===== src/rtl/memory_arbiter_pkg.sv =====
// Shared types for the two-requester memory arbiter: FSM states, owner
// encoding and the round-robin pick used when both requesters contend.
package memory_arbiter_pkg;

    typedef enum logic [1:0] {
        IDLE   = 2'd0,
        ACCESS = 2'd1,
        RESP   = 2'd2
    } state_t;

    typedef enum logic {
        OWNER_CPU = 1'b0,
        OWNER_DMA = 1'b1
    } owner_t;

    // Round-robin pick: on contention the requester that did not win last time gets the port.
    function automatic owner_t rr_pick(input logic cpu_req, input logic dma_req,
                                       input owner_t last_owner);
        if (cpu_req && dma_req) begin
            return (last_owner == OWNER_CPU) ? OWNER_DMA : OWNER_CPU;
        end else if (cpu_req) begin
            return OWNER_CPU;
        end else begin
            return OWNER_DMA;
        end
    endfunction

endpackage


===== src/rtl/memory_arbiter.sv =====
// Two-requester (CPU / DMA) memory port arbiter. A request is latched in
// IDLE, presented to memory during ACCESS until mem_ready or a timeout, and
// acknowledged with a single RESP cycle before returning to IDLE.
module memory_arbiter
    import memory_arbiter_pkg::*;
#(
    parameter int ADDR_W  = 8,
    parameter int DATA_W  = 8,
    parameter int TIMEOUT = 15
) (
    input  logic              clock,
    input  logic              reset,
    input  logic              cpu_req,
    input  logic              cpu_we,
    input  logic [ADDR_W-1:0] cpu_addr,
    input  logic [DATA_W-1:0] cpu_wdata,
    output logic              cpu_gnt,
    output logic              cpu_ack,
    output logic [DATA_W-1:0] cpu_rdata,
    input  logic              dma_req,
    input  logic              dma_we,
    input  logic [ADDR_W-1:0] dma_addr,
    input  logic [DATA_W-1:0] dma_wdata,
    output logic              dma_gnt,
    output logic              dma_ack,
    output logic [DATA_W-1:0] dma_rdata,
    output logic              err,
    output logic              mem_en,
    output logic              mem_write,
    output logic [ADDR_W-1:0] mem_addr,
    output logic [DATA_W-1:0] mem_wdata,
    input  logic [DATA_W-1:0] mem_rdata,
    input  logic              mem_ready
);

    // Counter only needs to reach TIMEOUT-1.
    localparam int CNT_W = (TIMEOUT > 1) ? $clog2(TIMEOUT) : 1;
    localparam logic [CNT_W-1:0] CNT_LAST = CNT_W'(TIMEOUT - 1);

    state_t            state_reg, state_next;
    owner_t            owner_reg, owner_next;
    owner_t            last_owner_reg, last_owner_next;
    owner_t            grant;
    logic              we_reg, we_next;
    logic [ADDR_W-1:0] addr_reg, addr_next;
    logic [DATA_W-1:0] wdata_reg, wdata_next;
    logic [CNT_W-1:0]  cnt_reg, cnt_next;
    logic              err_reg, err_next;
    logic [DATA_W-1:0] cpu_rdata_reg, cpu_rdata_next;
    logic [DATA_W-1:0] dma_rdata_reg, dma_rdata_next;

    assign grant     = rr_pick(cpu_req, dma_req, last_owner_reg);
    assign mem_addr  = addr_reg;
    assign mem_wdata = wdata_reg;
    assign cpu_rdata = cpu_rdata_reg;
    assign dma_rdata = dma_rdata_reg;

    // State and datapath registers; reset clears everything and favours the CPU next.
    always_ff @(posedge clock or negedge reset) begin
        if (!reset) begin
            state_reg      <= IDLE;
            owner_reg      <= OWNER_CPU;
            last_owner_reg <= OWNER_DMA;
            we_reg         <= 1'b0;
            addr_reg       <= '0;
            wdata_reg      <= '0;
            cnt_reg        <= '0;
            err_reg        <= 1'b0;
            cpu_rdata_reg  <= '0;
            dma_rdata_reg  <= '0;
        end else begin
            state_reg      <= state_next;
            owner_reg      <= owner_next;
            last_owner_reg <= last_owner_next;
            we_reg         <= we_next;
            addr_reg       <= addr_next;
            wdata_reg      <= wdata_next;
            cnt_reg        <= cnt_next;
            err_reg        <= err_next;
            cpu_rdata_reg  <= cpu_rdata_next;
            dma_rdata_reg  <= dma_rdata_next;
        end
    end

    // Next-state, request latching, timeout counting and port outputs.
    always_comb begin
        state_next      = state_reg;
        owner_next      = owner_reg;
        last_owner_next = last_owner_reg;
        we_next         = we_reg;
        addr_next       = addr_reg;
        wdata_next      = wdata_reg;
        cnt_next        = cnt_reg;
        err_next        = err_reg;
        cpu_rdata_next  = cpu_rdata_reg;
        dma_rdata_next  = dma_rdata_reg;
        cpu_gnt         = 1'b0;
        dma_gnt         = 1'b0;
        cpu_ack         = 1'b0;
        dma_ack         = 1'b0;
        err             = 1'b0;
        mem_en          = 1'b0;
        mem_write       = 1'b0;

        case (state_reg)
            IDLE: begin
                if (cpu_req || dma_req) begin
                    owner_next      = grant;
                    last_owner_next = grant;
                    we_next         = (grant == OWNER_DMA) ? dma_we    : cpu_we;
                    addr_next       = (grant == OWNER_DMA) ? dma_addr  : cpu_addr;
                    wdata_next      = (grant == OWNER_DMA) ? dma_wdata : cpu_wdata;
                    cnt_next        = '0;
                    err_next        = 1'b0;
                    state_next      = ACCESS;
                end
            end

            ACCESS: begin
                cpu_gnt   = (owner_reg == OWNER_CPU);
                dma_gnt   = (owner_reg == OWNER_DMA);
                mem_en    = 1'b1;
                mem_write = we_reg;
                if (mem_ready) begin
                    // Only reads update the requester's read-data register.
                    if (!we_reg) begin
                        if (owner_reg == OWNER_DMA) dma_rdata_next = mem_rdata;
                        else                        cpu_rdata_next = mem_rdata;
                    end
                    state_next = RESP;
                end else if (cnt_reg == CNT_LAST) begin
                    // Abort: a timed-out read returns zero.
                    err_next = 1'b1;
                    if (!we_reg) begin
                        if (owner_reg == OWNER_DMA) dma_rdata_next = '0;
                        else                        cpu_rdata_next = '0;
                    end
                    state_next = RESP;
                end else begin
                    cnt_next = cnt_reg + 1'b1;
                end
            end

            RESP: begin
                cpu_gnt    = (owner_reg == OWNER_CPU);
                dma_gnt    = (owner_reg == OWNER_DMA);
                cpu_ack    = (owner_reg == OWNER_CPU);
                dma_ack    = (owner_reg == OWNER_DMA);
                err        = err_reg;
                state_next = IDLE;
            end

            default: begin
                state_next = IDLE;
            end
        endcase
    end

endmodule


===== config.mk =====
export PLATFORM = sky130hd
export DESIGN_NAME = memory_arbiter
export DESIGN_NICKNAME = d
export VERILOG_FILES = /design/src/rtl/memory_arbiter_pkg.sv /design/src/rtl/memory_arbiter.sv
export SDC_FILE = /design/constraint.sdc
export NUM_CORES = 1
export LEC_CHECK = 0
export ABC_AREA = 1
export CORE_ASPECT_RATIO = 1.75
export CORE_MARGIN = 1.5
export CORE_UTILIZATION = 44
export DETAILED_ROUTE_END_ITERATION = 8
export PLACE_DENSITY_LB_ADDON = 0.05
export SYNTH_ARGS = -nofsm -noshare
export SYNTH_HDL_FRONTEND = slang
export SYNTH_SLANG_ARGS = --single-unit

===== constraint.sdc =====
create_clock -name clock -period 1.9 [get_ports clock]
set_clock_uncertainty 0.2 [all_clocks]
set_input_delay 0.475 -clock clock [delete_from_list [all_inputs] [get_ports clock]]
set_output_delay 0.475 -clock clock [all_outputs]
set_load 0.03 [all_outputs]

## Yosys cells after proc, flatten, opt, wreduce, memory -nomap -nowiden

Cells that the tools add are included.

- Bits in registers: 42
- Bits of input ports: 47
- Output and inout port bits: 39
- Logic and storage cells: 70

- $add $sub $neg: 1
- Equal/unequal tests: 8
- Mux-type cells: 37
- Bitwise operators: 2
- Reduce and logical (&&, ||, !) cells: 12

Operator list:

| kind | count |
|---|---|
| $mux 8 | 14 |
| $reduce_and 4->1 | 4 |
| $mux 1 | 14 |
| $mux 4 | 3 |
| $ne 2x2->1 const B | 4 |
| $pmux 4 s2 | 1 |
| $mux 2 | 3 |
| $add 4x1->4 const B | 1 |
| $eq 4x4->1 const B | 1 |
| $pmux 2 s2 | 1 |
| $reduce_and 2->1 | 2 |
| $reduce_bool 2->1 | 2 |
| $ne 3x3->1 const B | 1 |
| $eq 2x1->1 const B | 1 |
| $eq 2x2->1 const B | 1 |
| $logic_not 2->1 | 1 |
| $not 1->1 | 2 |
| $pmux 1 s2 | 1 |
| $reduce_or 2->1 | 1 |
| $logic_and 1x1->1 | 1 |
| $logic_or 1x1->1 | 1 |

## Logic depth before layout (Yosys ltp)

Gate-level depths: netlist of run 1.

- Depth after elaboration: 4
- Mapped depth: 9

## Least setup slack after synthesis of run 1

No wires, ideal clock.

- Path type: reg-to-output
- Start: register state_reg[1]
- End: output port mem_write
- Arrival time: 1.215 ns
- Required time: 1.225 ns
- Slack: 0.010 ns
- Stages on the path, launching flop included: 5
- Buffers on the path: 0
- Cell sequence: dfrtp_1 inv_1 ha_1 nand2_1 inv_1

- Cells in the longest elaborated chain, start to end: 2

Ends and longest elaborated chain:

| element | RTL line | RTL |
|---|---|---|
| from (decl) | memory_arbiter.sv:40 | `state_t state_reg, state_next;` |
| from (signal assigned) | memory_arbiter.sv:72 | `state_reg <= state_next;` |
| $eq 2x1->1 | memory_arbiter.sv:105 | `case (state_reg)` |
| $mux 1 | memory_arbiter.sv:105 |  |
| to (decl) | memory_arbiter.sv:29 | `output logic mem_write,` |

Every way passes these cells.

## Worst setup path in the final report of run 1

- Start: register state_reg[1]
- End: output port cpu_gnt

- Cells in the longest elaborated chain, start to end: 3
- Elaborated cells on any way between the ends: 4
- Those cells by class: 2 x eq/ne; 1 x mux; 1 x reduce/logical

Ends and longest elaborated chain:

| element | RTL line | RTL |
|---|---|---|
| $eq 2x1->1 or $eq 2x2->1 (tied branches) | memory_arbiter.sv:105 |  |
| $reduce_or 2->1 (no source line) * | - |  |
| $mux 1 * | - |  |
| to (decl) | memory_arbiter.sv:17 | `output logic cpu_gnt,` |

Mark *: on every way between the ends. The rest lies on a longest branch, timed or not.

==> metrics, run 1 <==
status=finished with violations; failing checks=negative setup slack; fin worst setup slack=-0.0824 ns; Synth Area in Adders=about 3.4%; Initial Util=a little under half; fin util=about 70%; placed cell count=approximately 410; Num Clock Sinks=42; grt ovf=0; non-filler cells, final=429; max-cap viol count=0; #FFs+latches synth=42; post-layout minimum cycle time=between 1.5 and 2 ns; DR vias=2025; Final Hold Vio Count=0; Post-Synthesis Cells=between 200 and 300; Root Driver=clkbuf_8; largest family of logic cells by synthesized area=simple AND/OR/NAND/NOR gates; pwr/cell area=between 1000 and 1500 nW/um2; share of post-route cells with drive strength above 1=approximately 18%; Top-Level Pins=86; Arr. time, crit path=approximately 1.3 ns; measured slew at the worst slew-check pin=approximately 0.44 ns; CTS buffer count=5; Final HPWL DP=3.64 mm; clock latency on the worst-skew pair=0.29 ns; cell leakage power=between 1.5 and 2 nW; fin crit share=104%; max-slew violations=0; Seq/Total Area, Yosys=47.7%; Total GRT Usage=20.0%; post-synth cell types=22; DRT iter0 DRCs=67; mux cell area share after synthesis=0%; fin nets=between 400 and 500; Routability Congestion=about 0.75; commonest cells after routing, fill and taps aside=nand2_1 (107), clkdlybuf4s50_1 (45), dfrtp_1 (40), dlygate4sd2_1 (32), inv_1 (29); VDD IR max=between 0.9 and 1 mV; RSZ-0062 raised after global routing=true; CP endpoint kind=output pin; Syn-to-layout area delta=49.7%; num rows=33; core area=~4700 um2; Setup Crit Path Kind=reg2out; htree depth=2; Synth Area per Inst=between 7 and 8 um2; commonest non-fill, non-tap cell in the layout=nand2_1; first-pass GRT wire length=8.91 mm; Routed Antenna Nets=0; DRC=0; XOR/XNOR share of the synthesized area=less than 1%; Die Height=around 97 um; WP data required=1.22 ns; Post-Synth Simple-Gate Area=between 20 and 30%; Synth Net Count=around 330; Yosys warning count=0; Pre-antenna DRT Iters=4; maximum buffer depth of the clock tree=2; final wirelength=between 4 and 5 mm; slew margin rel.=~70%; # diodes=0; Clk pin slew, worst setup/hold paths=roughly 0.08 ns; synthesized area=2210 um2; CP startpoint kind=flop; DR vias/cell=between 4 and 5; pre-CTS setup slack=-0.0151 ns; PortBufs=85; Synth Area in Compound Gates=between 10% and 20%; CP Max Fanout=3; initial antenna violation count=0; Fmax=504 MHz; largest net degree at the start of global routing=36; CTS tree=built; Filler cells=about 430; vias in the first global route=roughly 2000; drt wl/cell=roughly 12 um; DIE AREA=5460 um2; Worst Hold Class=reg2reg; final setup violation count=7; Die Width=56.5 um
## through the flow
| step | TNS, ns | power (mW) | hold slack [ns] | area (um2) |
|---|---|---|---|---|
| floorplan | 0 | 3.18 | -0.0206 | 2210 |
| global placement | 0 | 4.26 | 0.248 | 3120 |
| detailed placement | -0.0151 | 4.30 | 0.252 | 3120 |
| CTS | -0.390 | 4.81 | 0.283 | 3250 |
| global route | -0.643 | 5.22 | 0.314 | 3300 |
| finish | -0.256 | 4.84 | 0.282 | 3300 |
## final timing paths
path / startpoint / end / slack, ns / cells past startpoint
worst max-delay path: state_reg[1]$_DFFE_PN0P_ / cpu_gnt / -0.08 / 5
worst min-delay path: mem_addr[7]$_DFFE_PN0P_ / mem_addr[7]$_DFFE_PN0P_ / 0.28 / 2
worst max register to register: state_reg[0]$_DFFE_PN0P_ / cnt_reg[3]$_DFFE_PN0P_ / 0.12 / 9
worst min register to register: mem_addr[7]$_DFFE_PN0P_ / mem_addr[7]$_DFFE_PN0P_ / 0.28 / 2
max in group asynchronous: reset / mem_addr[7]$_DFFE_PN0P_ / 0.57 / 3
min in group asynchronous: reset / cnt_reg[1]$_DFFE_PN0P_ / 0.45 / 2
## layer usage
metal | up-vias | track usage [%] | wire length [um]
met3 | 5 | 4.41 | 251
met5 | - | 0 | 0
met4 | 0 | 6.96 | 65
li1 | 1038 | - | -
met1 | 925 | 22.3 | 1900
met2 | 57 | 36.2 | 2730
## Yosys cell counts
library cell  number  area, um2
nand3_4            2       35.0
nor2_2             1       6.26
xnor2_1            1       8.76
inv_2              1       3.75
dfrtp_1           41       1030
dfstp_2            1       26.3
ha_1               6       75.1
nand2_4            1       11.3
buf_2              6       30.0
nand4_1            1       6.26
nor2_1            26       97.6
buf_4              1       7.51
inv_1             34        128
nand2_1          108        405
nor2_4             1       11.3
a21oi_1            1       5.00
nand2_2            3       18.8
buf_6              3       33.8
o21ai_2           16        140
nand3_2            1       10.0
o21ai_0           19       95.1
nand3_1            5       25.0
## layout make-up
type,count,area [um2],area share [%]
Multi-Input combinational cell,192,996,30.2
Timing Repair Buffer,100,967,29.3
Sequential cell,42,1050,31.9
Clock inverter,3,21.3,0.644
Clock buffer,5,68.8,2.08
Inverter,35,131,3.98
Tap cell,52,65.1,1.97
## power breakdown
group | internal (mW) | leakage (nW) | switching, mW
clock | 0.258 | 0.0441 | 0.315
sequential | 1.27 | 0.532 | 0.240
combinational | 1.06 | 1.15 | 1.69
## timing repair
action,CTS,global route
hold endpoints to repair,16,0
gates resized for setup,48,4
setup endpoints to repair,39,7
pin swaps,2,0
hold buffers,1,0
setup buffers,3,4
## logic make-up after synthesis
family,Yosys count
flops,42
buf+inv,45
fa+ha+maj,6
xor+xnor,1
compound gates,36
simple gates,149
## critical path, cell delays in order (launching register included)
cell     delay, ns
dfrtp_1       0.39
inv_2         0.09
ha_4          0.27
inv_2         0.02
nor2_1        0.07
buf_4         0.16
Note: power is estimated with default switching activity, not from simulation.
==> run 2: changes to the inputs <==
Settings changed: SETUP_SLACK_MARGIN set to 0.05.
==> metrics, run 2 (synthesized netlist as in run 1, its figures left out) <==
status=finished with violations; failing checks=negative setup slack; Fmax=503 MHz (-0.33%); Total GRT Usage=20.2% (+0.16 points); Largest delay share family, worst path=flip-flops; Pwr Total=4.76 mW (-1.7%); sequential power share=31.7% (+0.4 points); placed cell count=413 (unchanged); vias in the first global route=2037 (+0.49%); Clk pin slew, worst setup/hold paths=0.09 ns (about the same); CTS buffer count=5 (unchanged); slew margin rel.=67.6% (-3.2 points); Die Height=96.7 um (unchanged); worst path bufs/invs=3 (unchanged); most frequent CP cell=inv_2; Clk pwr share=12.6% (+0.8 points); Setup Crit Path Kind=reg2out; pre-CTS setup slack=-0.0172 ns (-0.00209 ns); CP peak stage delay=0.39 ns (about the same); pwr/cell area=1460 nW/um2 (about the same); CP endpoint kind=output pin; core area=4750 um2 (unchanged); largest net degree at the start of global routing=36 (unchanged); # diodes=0 (unchanged); max-slew violations=0 (unchanged); final wirelength=5.03 mm (+1.5%); worst path cell trace=inv_2, ha_4, inv_2, nor2_1, buf_4; CP startpoint kind=flop; Num Clock Sinks=42 (unchanged); DR vias/cell=4.75 (+0.54%); max-cap viol count=0 (unchanged); fin nets=425 (-0.93%); fin worst setup slack=-0.0890 ns (-0.00656 ns); Multi-input gate area=978 um2 (-1.8%); Filler cells=428 (unchanged); VDD IR max=1.06 mV (+17%); Routed Antenna Nets=0 (unchanged); htree depth=2 (unchanged); switch share=46.4% (about the same); clock latency on the worst-skew pair=0.29 ns (about the same); measured slew at the worst slew-check pin=0.486 ns (+0.0477 ns); Syn-to-layout area delta=47.2%; Root Driver=clkbuf_8; commonest non-fill, non-tap cell in the layout=nand2_1; Initial Util=46.5% (unchanged); Critical-path top delay cell=dfrtp_1; grt ovf=0 (unchanged); RSZ-0062 raised after global routing=true; combinational share of power=55.7% (-1.2 points); sequential cell area=1050 um2 (-0.12%); Final HPWL DP=3.74 mm (+2.8%); Routability Congestion=0.770 (+2.3%); non-filler cells, final=425 (-0.93%); CTS tree=built; WP data required=1.22 ns (about the same); CP Max Fanout=3 (unchanged); Pre-antenna DRT Iters=4 (unchanged); initial antenna violation count=0 (unchanged); Top-Level Pins=86 (unchanged); final setup violation count=6 (-1); Pint=2.55 mW (-1.7%); DRT iter0 DRCs=66 (-1.5%); DIE AREA=5460 um2 (unchanged); Arr. time, crit path=1.31 ns (about the same); DRC=0 (unchanged); Final Hold Vio Count=0 (unchanged); DR vias=2017 (-0.40%); maximum buffer depth of the clock tree=2 (unchanged); drt wl/cell=11.8 um (+2.5%); sum of negative setup slack=-0.402 ns (-0.146 ns); PortBufs=85 (unchanged); cell leakage power=1.71 nW (-1.0%); Worst Hold Class=reg2reg; num rows=33 (unchanged); fin crit share=105% (+0.35 points); commonest cells after routing, fill and taps aside=nand2_1 (108), clkdlybuf4s50_1 (45), dfrtp_1 (41), dlygate4sd2_1 (32), inv_1 (31); switching power=2.21 mW (-1.7%); post-layout minimum cycle time=1.99 ns (+0.00656 ns); Die Width=56.5 um (unchanged); share of post-route cells with drive strength above 1=15.8% (-2.0 points); first-pass GRT wire length=8.88 mm (-0.30%)
-- run 2: cell types whose count changed in the layout (fill, tap and decap cells not counted), sizes merged --
| cell | before | now |
|---|---|---|
| buf | 22 | 18 |
| clkbuf | 5 | 6 |
| clkinv | 2 | 1 |
-- run 2: power groups by stage --
stage	combinational, mW	clock [mW]	sequential, mW
after floorplan	1.09	0	2.10
after global placement	2.71	0	1.53
after detailed placement	2.75	0	1.54
after CTS	2.66	0.619	1.51
after global routing	2.88	0.654	1.56
final	2.65	0.601	1.51
-- run 2: through the flow --
step	cell area (um2)	utilization (%)	hold WS, ns
detailed placement	3120	65.7	0.267
global placement	3120	65.7	0.260
CTS	3240	68.2	0.283
global route	3250	68.4	0.305
finish	3250	68.4	0.278
floorplan	2210	-	-0.0206
-- run 2: timing repair --
item                                    CTS  global route
pin swaps                                 1             0
hold buffers                              1             0
endpoints found under the hold margin    18             0
setup buffers                             2             1
endpoints found under the setup margin   39             7
resized for setup                        41             1
-- run 2: final cells by class --
type                    instances  area share, %
repair buffers                 96           28.5
flip-flops and latches         42           32.4
clock inverters                 2          0.385
multi-input cells             192           30.1
clock buffers                   6           2.54
well taps                      52           2.00
inverters                      35           4.04
-- run 2: final timing paths --
kind,start,to,slack (ns),cells past startpoint
worst max-delay path,state_reg[1]$_DFFE_PN0P_,cpu_gnt,-0.09,5
max in group asynchronous,reset,mem_wdata[7]$_DFFE_PN0P_,0.54,3
min in group asynchronous,reset,state_reg[1]$_DFFE_PN0P_,0.48,2
worst max register to register,state_reg[0]$_DFFE_PN0P_,cnt_reg[2]$_DFFE_PN0P_,0.25,8
worst min register to register,cpu_rdata[0]$_DFFE_PN0P_,cpu_rdata[0]$_DFFE_PN0P_,0.28,2
worst min-delay path,cpu_rdata[0]$_DFFE_PN0P_,cpu_rdata[0]$_DFFE_PN0P_,0.28,2
-- run 2: tightest hold or removal path, delay by kind of cell, from the launching register on --
kind,cells,cell delay (ns)
AO/OA/AOI/OAI,1,0.05
AND/OR/NAND/NOR,1,0.06
flip-flops,1,0.34
-- run 2: layer usage --
metal / vias up / track usage (%) / wire length, um
met3: 4 / 4.14 / 286
met2: 61 / 39.1 / 2890
met4: 0 / 5.86 / 59
met1: 919 / 20.7 / 1790
met5: - / 0 / 0
li1: 1033 / - / -
